**config.mk**
```make
export PLATFORM = sky130hd
export DESIGN_NAME = crc_lfsr_engine
export DESIGN_NICKNAME = d
export VERILOG_FILES = /design/src/rtl/crc_pkg.sv /design/src/rtl/crc_lfsr_step.sv /design/src/rtl/crc_lfsr_engine.sv
export SDC_FILE = /design/constraint.sdc
export NUM_CORES = 1
export LEC_CHECK = 0
export BUFFER_PORTS_ARGS = -buffer_cell sky130_fd_sc_hd__buf_2
export CAP_MARGIN = 20
export CORE_MARGIN = 2
export CORE_UTILIZATION = 35
export CTS_CLUSTER_DIAMETER = 200
export CTS_CLUSTER_SIZE = 10
export DETAILED_ROUTE_END_ITERATION = 16
export PLACE_DENSITY = 0.65
export SYNTH_ARGS = -nofsm -noshare
export SYNTH_HDL_FRONTEND = slang
export SYNTH_HIERARCHICAL = 1
export SYNTH_SLANG_ARGS = --single-unit
```
**constraint.sdc**
```tcl
create_clock -name clk -period 1.85 [get_ports clk]
set_input_delay 0.0925 -clock clk [delete_from_list [all_inputs] [get_ports clk]]
set_output_delay 0.0925 -clock clk [all_outputs]
set_load 0.02 [all_outputs]
```
**src/rtl/crc_pkg.sv**
```systemverilog
// Shared types and defaults for the CRC/LFSR engine.
package crc_pkg;

   typedef enum logic [1:0] {
      MODE_BIT  = 2'd0,
      MODE_WORD = 2'd1,
      MODE_LFSR = 2'd2,
      MODE_HOLD = 2'd3
   } mode_e;

   typedef enum logic {
      ST_IDLE  = 1'b0,
      ST_SHIFT = 1'b1
   } state_e;

   localparam logic [7:0] CRC8_POLY = 8'h31;
   localparam logic [7:0] CRC8_INIT = 8'hFF;

   // Bit-counter width that stays legal for a single-bit word.
   function automatic int unsigned cnt_width(input int unsigned n);
      return (n > 1) ? $clog2(n) : 1;
   endfunction

endpackage

```
**src/rtl/crc_lfsr_step.sv**
```systemverilog
// Single Galois CRC/LFSR step: shift left, fold in POLY when the
// outgoing MSB differs from the input bit.
module crc_lfsr_step
   import crc_pkg::*;
#(
   parameter int unsigned      WIDTH = 8,
   parameter logic [WIDTH-1:0] POLY  = WIDTH'(CRC8_POLY)
) (
   input  logic [WIDTH-1:0] s,
   input  logic             d,
   output logic [WIDTH-1:0] s_next_c
);

   logic fb;

   assign fb       = s[WIDTH-1] ^ d;
   assign s_next_c = {s[WIDTH-2:0], 1'b0} ^ (fb ? POLY : '0);

endmodule

```
**src/rtl/crc_lfsr_engine.sv**
```systemverilog
// Parametrised CRC/LFSR engine: bit-serial, word-serial (MSB first) and
// free-running LFSR modes sharing one step datapath.
module crc_lfsr_engine
   import crc_pkg::*;
#(
   parameter int unsigned      WIDTH   = 8,
   parameter logic [WIDTH-1:0] POLY    = WIDTH'(CRC8_POLY),
   parameter logic [WIDTH-1:0] INIT    = '1,
   parameter logic [WIDTH-1:0] XOR_OUT = '0,
   parameter logic [WIDTH-1:0] RESIDUE = '0,
   parameter int unsigned      DATA_W  = 8
) (
   input  logic              clk,
   input  logic              rst_n,
   input  logic              clear,
   input  logic [1:0]        mode,
   input  logic              in_valid,
   output logic              in_ready,
   input  logic [DATA_W-1:0] in_data,
   output logic [WIDTH-1:0]  crc_out,
   output logic              done,
   output logic              match
);

   localparam int unsigned CNT_W = cnt_width(DATA_W);

   state_e              state_q, state_d;
   logic [CNT_W-1:0]    cnt_q, cnt_d;
   logic [DATA_W-1:0]   data_q, data_d;
   logic [WIDTH-1:0]    crc_q, crc_d;
   logic                done_q, done_d;
   logic [WIDTH-1:0]    step_s;
   logic                step_bit;
   logic                accept;
   mode_e               mode_i;

   assign mode_i   = mode_e'(mode);
   assign in_ready = (state_q == ST_IDLE) && (mode_i != MODE_HOLD) && !clear;
   assign accept   = in_ready && in_valid;

   // Input bit for the shared step: latched word MSB while shifting.
   always_comb begin
      step_bit = 1'b0;
      if (state_q == ST_SHIFT) begin
         step_bit = data_q[DATA_W-1];
      end else if (mode_i == MODE_BIT) begin
         step_bit = in_data[0];
      end
   end

   crc_lfsr_step #(
      .WIDTH (WIDTH),
      .POLY  (POLY)
   ) u_step (
      .s        (crc_q),
      .d        (step_bit),
      .s_next_c (step_s)
   );

   always_ff @(posedge clk or negedge rst_n) begin
      if (!rst_n) begin
         state_q <= ST_IDLE;
         cnt_q   <= '0;
         data_q  <= '0;
         crc_q   <= INIT;
         done_q  <= 1'b0;
      end else begin
         state_q <= state_d;
         cnt_q   <= cnt_d;
         data_q  <= data_d;
         crc_q   <= crc_d;
         done_q  <= done_d;
      end
   end

   // Next-state logic; clear overrides everything, including a word in flight.
   always_comb begin
      state_d = state_q;
      cnt_d   = cnt_q;
      data_d  = data_q;
      crc_d   = crc_q;
      done_d  = 1'b0;

      unique case (state_q)
         ST_IDLE: begin
            if (accept) begin
               unique case (mode_i)
                  MODE_BIT: begin
                     crc_d  = step_s;
                     done_d = 1'b1;
                  end
                  MODE_WORD: begin
                     data_d  = in_data;
                     cnt_d   = '0;
                     state_d = ST_SHIFT;
                  end
                  MODE_LFSR: crc_d = step_s;
                  default: ;
               endcase
            end
         end
         ST_SHIFT: begin
            crc_d  = step_s;
            data_d = data_q << 1;
            if (cnt_q == CNT_W'(DATA_W - 1)) begin
               cnt_d   = '0;
               state_d = ST_IDLE;
               done_d  = 1'b1;
            end else begin
               cnt_d = cnt_q + CNT_W'(1);
            end
         end
         default: state_d = ST_IDLE;
      endcase

      if (clear) begin
         state_d = ST_IDLE;
         cnt_d   = '0;
         crc_d   = INIT;
         done_d  = 1'b0;
      end
   end

   assign done    = done_q;
   assign crc_out = crc_q ^ XOR_OUT;
   assign match   = (crc_q == RESIDUE);

endmodule

```
Word level (Yosys, flattened, before mapping)
Cells that the tools add are included.
- flip-flop bits (word level): 21
- output and inout bits: 11
- input bits: 14
- logic and storage cells: 53
- equality and inequality tests: 9
- reduce and logical (&&, ||, !) cells: 10
- add/sub/neg operators: 1
- muxes and demuxes: 25
- bitwise logic cells: 3
- operators with widths (cell ; count):
    $mux 8 ; 5
    $pmux 8 s2 ; 2
    $mux 3 ; 4
    $mux 1 ; 10
    $logic_not 8->1 ; 1
    $xor 8x8->8 ; 1
    $mux 6 ; 1
    $ne 3x3->1 const B ; 2
    $pmux 3 s2 ; 1
    $reduce_and 2->1 ; 3
    $ne 2x2->1 const B ; 2
    $pmux 1 s2 ; 2
    $add 3x1->3 const B ; 1
    $eq 3x3->1 const B ; 1
    $logic_and 1x1->1 ; 3
    $ne 3x2->1 const B ; 1
    $eq 2x1->1 const B ; 1
    $eq 2x2->1 const B ; 1
    $logic_not 2->1 ; 1
    $ne 2x1->1 const B ; 1
    $reduce_or 2->1 ; 1
    $logic_not 1->1 ; 1
    $not 1->1 ; 1
    $xor 1x1->1 ; 1

Longest topological paths before layout
- depth after elaboration: 10
- depth in mapped cells: 7
- mapped depth without buffers: 6

Modules after synthesis
The synthesis kept the hierarchy.
- modules (own cells, without submodules) (module ; seq. area each (sq um) ; area an instance (sq um) ; cells each ; instances):
    crc_lfsr_engine ; 535.5 ; 1037.2 ; 104 ; 1
    crc_lfsr_step ; 0.0 ; 101.3 ; 9 ; 1

Worst setup path before layout
OpenSTA, ideal clock, no wires.
- kind: reg-to-reg
- start: register state_q
- end: register crc_q[4] (netlist: crc_out[4])
- path slack: 252 ps
- setup time: 96 ps
- period minus slack after synthesis: 1598 ps
- stages on the path, launching flop included: 6
- data required time: 1754 ps
- path buffers: 1
- data arrival time: 1502 ps
- cell sequence: dfrtp_1 clkbuf_1 o21ai_0 xor3_1 nor2_1 mux2i_1
- cells in the longest elaborated chain, start to end: 8
- elaborated cells on any way between the ends: 15
- classes of those cells: 2 x eq/ne; 6 x mux; 3 x bitwise; 4 x reduce/logical
- ends and longest elaborated chain (item ; RTL line ; source):
    from (decl) ; crc_lfsr_engine.sv:27 ; state_e state_q, state_d;
    from (signal assigned) ; crc_lfsr_engine.sv:68 ; state_q <= state_d;
    $mux 1 * ; crc_lfsr_engine.sv:44 ; if (state_q == ST_SHIFT) begin
    via step_bit ; crc_lfsr_engine.sv:33 ; logic step_bit;
    $xor 1x1->1 * ; crc_lfsr_step.sv:16 ; assign fb = s[WIDTH-1] ^ d;
    $mux 6 * ; crc_lfsr_step.sv:17 ; assign s_next_c = {s[WIDTH-2:0], 1'b0} ^ (fb ? POLY : '0);
    $xor 8x8->8 * ; crc_lfsr_step.sv:17 ;
    via step_s[4] ; crc_lfsr_engine.sv:32 ; logic [WIDTH-1:0] step_s;
    $mux 8 ; crc_lfsr_engine.sv:87 ; unique case (mode_i)
    $mux 8 ; crc_lfsr_engine.sv:86 ; if (accept) begin
    $pmux 8 s2 * ; crc_lfsr_engine.sv:84 ; unique case (state_q)
    $mux 8 * ; crc_lfsr_engine.sv:116 ; if (clear) begin
    to (signal assigned) ; crc_lfsr_engine.sv:71 ; crc_q <= crc_d;
    to (decl) ; crc_lfsr_engine.sv:30 ; logic [WIDTH-1:0] crc_q, crc_d;
The timed path passes the listed nets; every way through them passes the cells marked *. The select of a mux whose other input is x is not followed.
A chain may end at the register's enable or synchronous reset.

Worst setup path in the final report
Same ends and word-level chain as after synthesis.

==> impl_metrics.csv <==
group,metric,value,unit
synth,avgSynthCellArea,10.1,µm²
floorplan,die_h,61.0,µm
final_layout,drive_above_1_share,0.301,
grt,grt_pass1_wl,3.58,mm
sta,fin_crit_sh,0.891,
grt,grt_pass1_vias,824,
setup_path,path_cells,"o21ai_0 -> xor3_1 -> nor2_1 -> mux2i_1",
clock_network,root_buffer,"clkbuf_4",
grt,grt_max_degree,22,
floorplan,num_rows,20,
grt,antenna_found_initial,0,
final_layout,fin_nets,150,
setup_path,timing_worst_setup_path_type,"register to register",
power,powerDensity,827,nW/µm²
power,p_leak,0.662,nW
grt,overflow,0,
routing,avgViaCountPerCell,4.69,
clock_network,cts_buffers,3,
floorplan,die_w,61.0,µm
grt,use_met2,0.204,
routing,ant_nets,0,
setup_path,end_kind,"register",
grt,grt_usage,0.128,
floorplan,ios,25,
floorplan,die_area,3730,µm²
routing,first_iter_violations,24,
grt,grt-busiest-layer,"met2",
routing,num_vias,831,
routing,firstDrtPassIters,4,
grt,grtUsageMet1,0.171,
final_layout,n_antenna_cell,0,
placement,gp_congestion,0.697,
sta,finalSetupViolCount,0,
final_layout,syn_to_final_growth,13.1,%
sta,max_freq,607,MHz
synth,synth_nets,129,
sta,fin_tns_setup,0,ns
setup_path,timing.critical_path.required,2.07,ns
placement,io_buffers,24,
routing,drc,0,
synth,postSynthCellCount,113,
power,ir_drop,0.000376,V
synth,ys_ff_latch,21,
clock_network,cts_tree,"built",
setup_path,worstPathMaxFanout,12,
final_layout,fill_cells,304,
clock_network,cts.sinks,21,
synth,yosysSeqAreaShare,0.470,
sta,rsz0062_at_grt,"no",
floorplan,core,3080,µm²
sta,relSlewSlack,0.626,
setup_path,critPathSlowestCell,"dfrtp_1",
floorplan,initial_utilization,0.370,
clock_network,htree_levels,1,
setup_path,cp-start-kind,"register",
placement,dp_hpwl,1.59,mm
final_layout,fin_util,0.418,
synth,yosysUniqueCellTypes,24,
routing,wl,2.12,mm
setup_path,crit_arrival,1.87,ns
sta,worst_slew_pin_slew,0.561,ns
clock_network,clkTransAtPathRegs,0.13,ns
sta,hold_viol_final,0,
synth,synthesis.area,1140,µm²
setup_path,max_stage_delay,0.51,ns
synth,yosysWarnings,6,
routing,wl_per_cell,12.0,µm
hold_path,hp-class,"input port to register",
sta,slew_viol_final,0,
sta,finClkSkew,0.00951,ns
sta,post-route-min-period,1.65,ns
flow_run,maxCapViolations,0,
clock_network,clk_latency,0.31,ns
setup_path,cpLargestDelayFamily,"flip-flops",
grt,grt_use_met3,0.0399,
clock_network,cts_max_path_buffers,2,
outcome,status,"completed",
setup_path,path_buf_inv,0,
[Yosys cell counts, drive strengths merged]
| library cell | instances | area [µm²] |
|---|---|---|
| dfrtp | 13 | 325 |
| nand4 | 2 | 12.5 |
| mux2i | 15 | 150 |
| nor4b | 1 | 8.76 |
| a21oi | 4 | 20.0 |
| dfstp | 8 | 210 |
| a211oi | 1 | 7.51 |
| nand3 | 2 | 10.0 |
| ha | 2 | 25.0 |
| o21ai | 10 | 53.8 |
| a31oi | 1 | 6.26 |
| nand2 | 12 | 45.0 |
| mux2 | 1 | 11.3 |
| clkbuf | 3 | 11.3 |
| nand3b | 1 | 7.51 |
| xor2 | 1 | 8.76 |
| nor2 | 14 | 52.6 |
| nor3b | 1 | 7.51 |
| and4bb | 1 | 12.5 |
| xor3 | 2 | 47.6 |
| buf | 8 | 67.6 |
| inv | 10 | 37.5 |
[per-layer routing]
metal  wire [µm]  vias to the layer above
met4          14                        0
met2         930                       27
met1        1030                      389
met3         140                        2
met5           0                        -
li1            -                      413
[tightest hold or removal path: stages]
cell and delay [ns]:
buf_2 0.11, nand2_1 0.06, a21oi_1 0.06
[through the flow]
stage	setup slack [ns]	instance area (µm²)	power, mW	std cells	hold slack (ns)
after floorplan	0.252	1140	0.791	113	-0.203
after global placement	0.307	1250	0.840	172	0.0679
after detailed placement	0.228	1250	0.849	172	0.0724
after CTS	0.191	1290	1.08	177	0.0217
after global routing	0.0968	1290	1.13	177	0.0255
final	0.202	1290	1.06	177	0.0305
[registers in the layout (all words and copies together) (netlist names)]
signal,count
crc_out,8
data_q,8
cnt_q,3
done,1
state_q,1
[final cells by class]
cell class	instances	area (µm²)	area share
Clock inverter	1	5.00	0.00389
Timing Repair Buffer	27	145	0.113
Sequential cell	21	536	0.416
Inverter	10	37.5	0.0292
Tap cell	44	55.1	0.0428
Multi-Input combinational cell	71	487	0.378
Clock buffer	3	22.5	0.0175
[worst paths after layout]
path | startpoint | to | slack, ns | cells after the start
max | state_q | crc_out[4] | 0.20 | 4
min reg2reg | data_q[2] | data_q[3] | 0.50 | 2
min in group asynchronous | rst_n | data_q[3] | 0.25 | 2
max in group asynchronous | rst_n | crc_out[0] | 1.24 | 2
max reg2reg | state_q | crc_out[4] | 0.20 | 4
min | in_data[0] | data_q[0] | 0.03 | 3
[repair_timing]
action / in CTS / in global routing
endpoints found under the setup margin: 0 / 0
buffers inserted: 0 / 0
hold endpoints to repair: 13 / 0
hold buffers: 1 / 0
resized for setup: 0 / 0
[cell families after synthesis]
group                    synth area share
AND/OR/NAND/NOR                     0.137
buffers and inverters               0.102
flip-flops                          0.470
AO/OA/AOI/OAI                      0.0769
multiplexers                        0.142
XOR/XNOR                           0.0495
adder cells (fa/ha/maj)            0.0220
[power by group]
group	internal, mW	total (mW)	switching [mW]	leakage, nW
registers	0.548	0.597	0.0491	0.254
logic	0.109	0.241	0.133	0.390
clock network	0.0807	0.226	0.145	0.0177
[layout by cell type, fill, tap and decap left out]
| master | instances |
|---|---|
| a211oi_1 | 1 |
| a21oi_1 | 4 |
| a31oi_1 | 1 |
| and4bb_1 | 1 |
| buf_2 | 24 |
| buf_4 | 2 |
| clkbuf_4 | 3 |
| clkinv_2 | 1 |
| dfrtp_1 | 13 |
| dfstp_2 | 8 |
| dlygate4sd3_1 | 1 |
| ha_1 | 2 |
| inv_1 | 10 |
| mux2_2 | 1 |
| mux2i_1 | 15 |
| nand2_1 | 12 |
| nand3_1 | 2 |
| nand3b_1 | 1 |
| nand4_1 | 2 |
| nor2_1 | 14 |
| nor3b_1 | 1 |
| nor4b_1 | 1 |
| o21ai_0 | 9 |
| o21ai_2 | 1 |
| xor2_1 | 1 |
| xor3_1 | 2 |
Note: power is estimated with default switching activity, not from simulation.
